`config.mk`:
```
export PLATFORM = sky130hd
export DESIGN_NAME = riscv_fetch_unit
export DESIGN_NICKNAME = d
export VERILOG_FILES = /design/src/rtl/riscv_fetch_unit.sv
export SDC_FILE = /design/constraint.sdc
export NUM_CORES = 1
export LEC_CHECK = 0
export ABC_AREA = 1
export CAP_MARGIN = 10
export CELL_PAD_IN_SITES_DETAIL_PLACEMENT = 0
export CELL_PAD_IN_SITES_GLOBAL_PLACEMENT = 2
export CORE_MARGIN = 2
export CORE_UTILIZATION = 34
export DETAILED_ROUTE_END_ITERATION = 8
export PLACE_DENSITY_LB_ADDON = 0.1
export SKIP_CTS_REPAIR_TIMING = 1
export SLEW_MARGIN = 20
export SYNTH_ARGS = -nofsm -noshare
export SYNTH_HDL_FRONTEND = slang
export SYNTH_SLANG_ARGS = --single-unit
```
`constraint.sdc`:
```
create_clock -name clock -period 3.8 [get_ports clock]
set_clock_uncertainty 0.2 [all_clocks]
set_input_delay 0.76 -clock clock [delete_from_list [all_inputs] [get_ports clock]]
set_output_delay 0.76 -clock clock [all_outputs]
set_load 0.05 [all_outputs]
```
`src/rtl/riscv_fetch_unit.sv`:
```
// Instruction fetch front-end: prefetches 32-bit words into a halfword queue and reassembles 16/32-bit codes.
// One outstanding read; issue stalls while the queue lacks room, decode is fed over insnValid/insnReady.
module riscv_fetch_unit #(
   parameter int          ADDRESS_SIZE     = 14,
   parameter int unsigned RESET_PC_ADDRESS = 0,
   parameter int          QUEUE_HALVES     = 8
) (
   input  logic                    clock,
   input  logic                    reset,
   output logic [ADDRESS_SIZE-1:0] memAddress,
   output logic                    memStrobe,
   input  logic                    memReady,
   input  logic [31:0]             memData,
   output logic                    insnValid,
   input  logic                    insnReady,
   output logic [31:0]             insnCode,
   output logic                    insnCompressed,
   output logic [ADDRESS_SIZE+1:0] insnPc,
   input  logic                    redirectValid,
   input  logic [ADDRESS_SIZE+1:0] redirectPc,
   output logic                    fetchFault
);
   localparam int PW = $clog2(QUEUE_HALVES);
   localparam int CW = $clog2(QUEUE_HALVES + 1);
   localparam int HW = ADDRESS_SIZE + 1;
   localparam logic [HW-1:0] RESET_HPC = HW'(RESET_PC_ADDRESS >> 1);
   localparam logic [CW-1:0] CAPACITY  = CW'(QUEUE_HALVES);

   logic [15:0]             queue_q [QUEUE_HALVES];
   logic [15:0]             queue_d [QUEUE_HALVES];
   logic [PW-1:0]           rd_ptr_q, rd_ptr_d;
   logic [PW-1:0]           wr_ptr_q, wr_ptr_d;
   logic [CW-1:0]           count_q, count_d;
   logic [HW-1:0]           fetch_pc_q, fetch_pc_d;
   logic [HW-1:0]           head_pc_q, head_pc_d;
   logic [ADDRESS_SIZE-1:0] mem_addr_q, mem_addr_d;
   logic                    mem_strobe_q, mem_strobe_d;
   logic                    discard_q, discard_d;
   logic                    fault_q, fault_d;

   logic [15:0]   head_half;
   logic [15:0]   next_half;
   logic          head_full;
   logic          resp;
   logic          consume;
   logic [1:0]    push_n;
   logic [1:0]    pop_n;
   logic [CW-1:0] free_slots;
   logic [CW-1:0] need_slots;

   // Circular pointer advance; the queue depth need not be a power of two.
   function automatic logic [PW-1:0] ptr_add(input logic [PW-1:0] ptr, input logic [1:0] n);
      logic [PW:0] sum;
      sum = {1'b0, ptr} + (PW+1)'(n);
      if (sum >= (PW+1)'(QUEUE_HALVES)) begin
         sum = sum - (PW+1)'(QUEUE_HALVES);
      end
      return sum[PW-1:0];
   endfunction

   assign head_half      = queue_q[rd_ptr_q];
   assign next_half      = queue_q[ptr_add(rd_ptr_q, 2'd1)];
   assign head_full      = (head_half[1:0] == 2'b11);
   assign insnValid      = !fault_q && (count_q != '0) && (!head_full || count_q >= CW'(2));
   assign insnCode       = head_full ? {next_half, head_half} : {16'h0000, head_half};
   assign insnCompressed = !head_full;
   assign insnPc         = {head_pc_q, 1'b0};
   assign memAddress     = mem_addr_q;
   assign memStrobe      = mem_strobe_q;
   assign fetchFault     = fault_q;

   always_comb begin
      queue_d      = queue_q;
      rd_ptr_d     = rd_ptr_q;
      wr_ptr_d     = wr_ptr_q;
      count_d      = count_q;
      fetch_pc_d   = fetch_pc_q;
      head_pc_d    = head_pc_q;
      mem_addr_d   = mem_addr_q;
      mem_strobe_d = mem_strobe_q;
      discard_d    = discard_q;
      fault_d      = fault_q;

      resp       = mem_strobe_q && memReady;
      consume    = insnValid && insnReady && !redirectValid;
      pop_n      = !consume ? 2'd0 : (head_full ? 2'd2 : 2'd1);
      push_n     = (resp && !discard_q && !fault_q && !redirectValid) ?
                   (fetch_pc_q[0] ? 2'd1 : 2'd2) : 2'd0;
      free_slots = CAPACITY - count_q;
      need_slots = fetch_pc_q[0] ? CW'(1) : CW'(2);

      if (resp) begin
         mem_strobe_d = 1'b0;
         discard_d    = 1'b0;
      end

      if (redirectValid) begin
         rd_ptr_d   = '0;
         wr_ptr_d   = '0;
         count_d    = '0;
         fetch_pc_d = redirectPc[HW:1];
         head_pc_d  = redirectPc[HW:1];
         if (redirectPc[0]) begin
            fault_d = 1'b1;
         end
         // The bus is never aborted: a read still pending is completed and its data dropped.
         if (mem_strobe_q && !memReady) begin
            discard_d = 1'b1;
         end
      end else begin
         if (push_n == 2'd1) begin
            queue_d[wr_ptr_q] = memData[31:16];
         end else if (push_n == 2'd2) begin
            queue_d[wr_ptr_q]                 = memData[15:0];
            queue_d[ptr_add(wr_ptr_q, 2'd1)] = memData[31:16];
         end
         wr_ptr_d   = ptr_add(wr_ptr_q, push_n);
         rd_ptr_d   = ptr_add(rd_ptr_q, pop_n);
         fetch_pc_d = fetch_pc_q + HW'(push_n);
         head_pc_d  = head_pc_q + HW'(pop_n);
         count_d    = count_q + CW'(push_n) - CW'(pop_n);
      end

      // Room is reserved at issue time, so the response always fits when it lands.
      if (!mem_strobe_q && !discard_q && !fault_q && !redirectValid && free_slots >= need_slots) begin
         mem_strobe_d = 1'b1;
         mem_addr_d   = fetch_pc_q[HW-1:1];
      end
   end

   always_ff @(posedge clock) begin
      queue_q <= queue_d;
      if (reset) begin
         rd_ptr_q     <= '0;
         wr_ptr_q     <= '0;
         count_q      <= '0;
         fetch_pc_q   <= RESET_HPC;
         head_pc_q    <= RESET_HPC;
         mem_addr_q   <= '0;
         mem_strobe_q <= 1'b0;
         discard_q    <= 1'b0;
         fault_q      <= 1'b0;
      end else begin
         rd_ptr_q     <= rd_ptr_d;
         wr_ptr_q     <= wr_ptr_d;
         count_q      <= count_d;
         fetch_pc_q   <= fetch_pc_d;
         head_pc_q    <= head_pc_d;
         mem_addr_q   <= mem_addr_d;
         mem_strobe_q <= mem_strobe_d;
         discard_q    <= discard_d;
         fault_q      <= fault_d;
      end
   end
endmodule

```
==> results.json, run 1 <==
{
  "coreArea_um2": 30700,
  "dp_hpwl_um": 25700,
  "yosys.area.top_type": "edfxtp_1",
  "async_flop_share_pct": 0,
  "cp_data_arrival_time_ns": 2.63,
  "die-area_um2": 32600,
  "crit_path_end_kind": "primary output",
  "postLayoutCellArea_um2": 12700,
  "power.density_nw_per_um2": 362,
  "synthTopCellsByCount": "229 x nand2_1, 144 x inv_1, 137 x o22ai_1",
  "grt_pass1_vias": 9503,
  "synth.most_common_cell": "nand2_1",
  "clock_sinks": 185,
  "fin_crit_ns": 3.59,
  "critPathKind": "reg -> out",
  "r2r-start": "rd_ptr_q[0]$_SDFF_PP0_",
  "synth_nets": 1363,
  "holdPathStages": 2,
  "die_w_um": 181,
  "maxCapViolCount": 0,
  "ys.flop_type": "edfxtp_1",
  "tns_ns": 0,
  "gpl.final_weighted_congestion": 0.808,
  "rsz0062_at_grt": "false",
  "wl_per_cell_um": 21.5,
  "syn-cell-area_um2": 10600,
  "multi_input_area_um2": 4680,
  "relSlewSlack_pct": 26.7,
  "grt_pass1_wl_um": 58200,
  "row_count": 64,
  "chipHeight_um": 181,
  "ios": 119,
  "hold_viol": 0,
  "postRouteAntennaNets": 0,
  "final_nets": 1458,
  "clk_path_buf_depth": 2,
  "worstHoldStart": "memAddress[3]$_SDFFE_PP0P_",
  "yosysTopAreaCellShare_pct": 36.3,
  "cp_max_fo": 26,
  "syn_inst": 1288,
  "ir_drop_mv": 0.239,
  "synthDistinctLibCells": 42,
  "vias": 9752,
  "hp-class": "reg -> reg",
  "max_freq_mhz": 279,
  "place_area_um2": 12200,
  "seq_area_frac_synth_pct": 47.0,
  "drtIter0Drc": 906,
  "worst-r2r-cell-count": 18,
  "initial_utilization_pct": 34.6,
  "ctsRootBufferMaster": "clkbuf_16",
  "antenna_found_initial": 4,
  "drt_wl_total_um": 38600,
  "port_buffers": 117,
  "synth_edf_count": 128,
  "status": "complete, no violations",
  "gr-total-overflow": 0,
  "grt_usage_pct": 23.7,
  "cts_buffers": 17,
  "drcViolationCount": 0,
  "grt_max_degree": 113,
  "yosysWarnings": 0,
  "firstDrtPassIters": 9,
  "period_share_pct": 94.4,
  "htreeDepth": 4,
  "start_kind": "flip-flop",
  "layout-drive-gt1-share_pct": 10.4,
  "maxSlewViolCount": 0,
  "area.growth.synth_to_final_pct": 20.2,
  "seqCellArea_um2": 4990,
  "syn_avg_cell_area_um2": 8.23,
  "clkSlewWorstSetupHoldPaths_ns": 0.08,
  "clk_latency_ns": 0.46,
  "leakage_nw": 4.97,
  "cts_tree": "yes",
  "finalSetupViolCount": 0,
  "worst_pin_slew_ns": 1.10,
  "cp.required_ns": 2.84,
  "synth_area_leaders": "edfxtp_1 36%, dfxtp_1 11%, nand2_1 8.1%, o22ai_1 8.1%, o21ai_0 6.1%",
  "startpoint": "rd_ptr_q[0]$_SDFF_PP0_",
  "ys_ff_latch": 185,
  "fill_cells": 3188,
  "viasPerCell": 5.44
}
final cells by class:
| class | instances | area share (%) |
|---|---|---|
| timing repair buffer | 155 | 11.3 |
| clock inverter | 12 | 0.786 |
| antenna | 1 | 0.0196 |
| tap | 396 | 3.89 |
| sequential | 185 | 39.1 |
| multi-input combinational | 870 | 36.7 |
| clock buffer | 19 | 3.64 |
| inverter | 154 | 4.54 |
metal layers:
metal | GRT usage, % | wire, µm | vias to the layer above
met5 | 0 | 34 | -
met4 | 6.97 | 850 | 6
met3 | 5.23 | 2600 | 55
met2 | 37.8 | 17500 | 329
met1 | 32.2 | 17600 | 4633
li1 | - | - | 4729
worst max-delay path, cell delays in order, from the launching register on:
cell      delay (ns)
dfxtp_4         0.44
ha_1            0.40
clkinv_1        0.41
buf_4           0.32
a21oi_1         0.12
o21ai_0         0.09
nand2_1         0.11
a211oi_2        0.07
buf_4           0.21
kinds of logic after synthesis:
family,share of synthesized area (%)
adders and majority gates,3.02
buffers and inverters,9.16
and+or+nand+nor,15.6
other,0.0354
DFF,47.0
AOI/OAI and AO/OA,24.5
xor gates and xnor gates,0.661
where the power goes:
group	switching [W]	total, W	internal, W
Sequential	0.0000377	0.00222	0.00218
Combinational	0.000390	0.000596	0.000206
Clock	0.000881	0.00180	0.000915
Total	0.00131	0.00461	0.00331
placed cells by master, fill, tap and decap left out, drive strengths merged, types with 2 or more instances in the layout:
| cell | synthesis | routed |
|---|---|---|
| nor3 | 8 | 8 |
| dfxtp | 57 | 57 |
| a211oi | 16 | 16 |
| edfxtp | 128 | 128 |
| buf | 42 | 72 |
| clkinv | 5 | 5 |
| nand2 | 232 | 232 |
| nand4 | 2 | 2 |
| inv | 149 | 161 |
| o211ai | 14 | 14 |
| nor2 | 86 | 86 |
| clkbuf | 37 | 19 |
| o21ai | 146 | 146 |
| xnor2 | 3 | 3 |
| a21oi | 106 | 106 |
| clkdlybuf4s50 | 0 | 83 |
| o22ai | 137 | 137 |
| o32ai | 2 | 2 |
| fa | 6 | 6 |
| a31oi | 17 | 17 |
| xor2 | 5 | 5 |
| nand3 | 67 | 67 |
| ha | 16 | 16 |
sequential cells by signal, indices dropped and copies added, names as in the netlist, named ones only:
name	cells
queue_q	128
fetch_pc_q	15
head_pc_q	15
memAddress	14
count_q	4
rd_ptr_q	3
wr_ptr_q	3
fetchFault	1
memStrobe	1
final timing paths:
kind	to	slack [ns]
worst max-delay path	insnCode[25]	0.21
worst min-delay path	memAddress[3]$_SDFFE_PP0P_	0.27
worst max register to register	head_pc_q[14]$_SDFF_PP0_	0.40
worst min register to register	memAddress[3]$_SDFFE_PP0P_	0.27
through the flow:
step / util (%) / setup slack (ns) / total power, W / hold WS, ns / std cells
floorplan: - / 0.341 / 0.00263 / 0.296 / 1288
global placement: 39.7 / 0.303 / 0.00287 / 0.255 / 1760
detailed placement: 39.7 / 0.219 / 0.00287 / 0.257 / 1760
CTS: 41.5 / 0.0215 / 0.00464 / 0.279 / 1791
global route: 41.5 / 0.0216 / 0.00477 / 0.310 / 1791
finish: 41.5 / 0.212 / 0.00461 / 0.274 / 1792
Note: power is estimated with default switching activity, not from simulation.
==> run 2: changes to the inputs <==
--- a/config.mk
+++ b/config.mk
@@ -11,6 +11,7 @@
 export CELL_PAD_IN_SITES_GLOBAL_PLACEMENT = 2
 export CORE_MARGIN = 2
 export CORE_UTILIZATION = 34
+export CTS_CLUSTER_DIAMETER = 60
 export DETAILED_ROUTE_END_ITERATION = 8
 export PLACE_DENSITY_LB_ADDON = 0.1
 export SKIP_CTS_REPAIR_TIMING = 1
==> results of run 2 <==
Same layout as run 1: the final DEF is identical, and so are final timing and power.
==> run 3: changes to the inputs <==
--- a/config.mk
+++ b/config.mk
@@ -12,6 +12,7 @@
 export CORE_MARGIN = 2
 export CORE_UTILIZATION = 34
 export CTS_CLUSTER_DIAMETER = 60
+export CTS_CLUSTER_SIZE = 28
 export DETAILED_ROUTE_END_ITERATION = 8
 export PLACE_DENSITY_LB_ADDON = 0.1
 export SKIP_CTS_REPAIR_TIMING = 1
==> results of run 3 <==
Same layout as run 1: the final DEF is identical, and so are final timing and power.
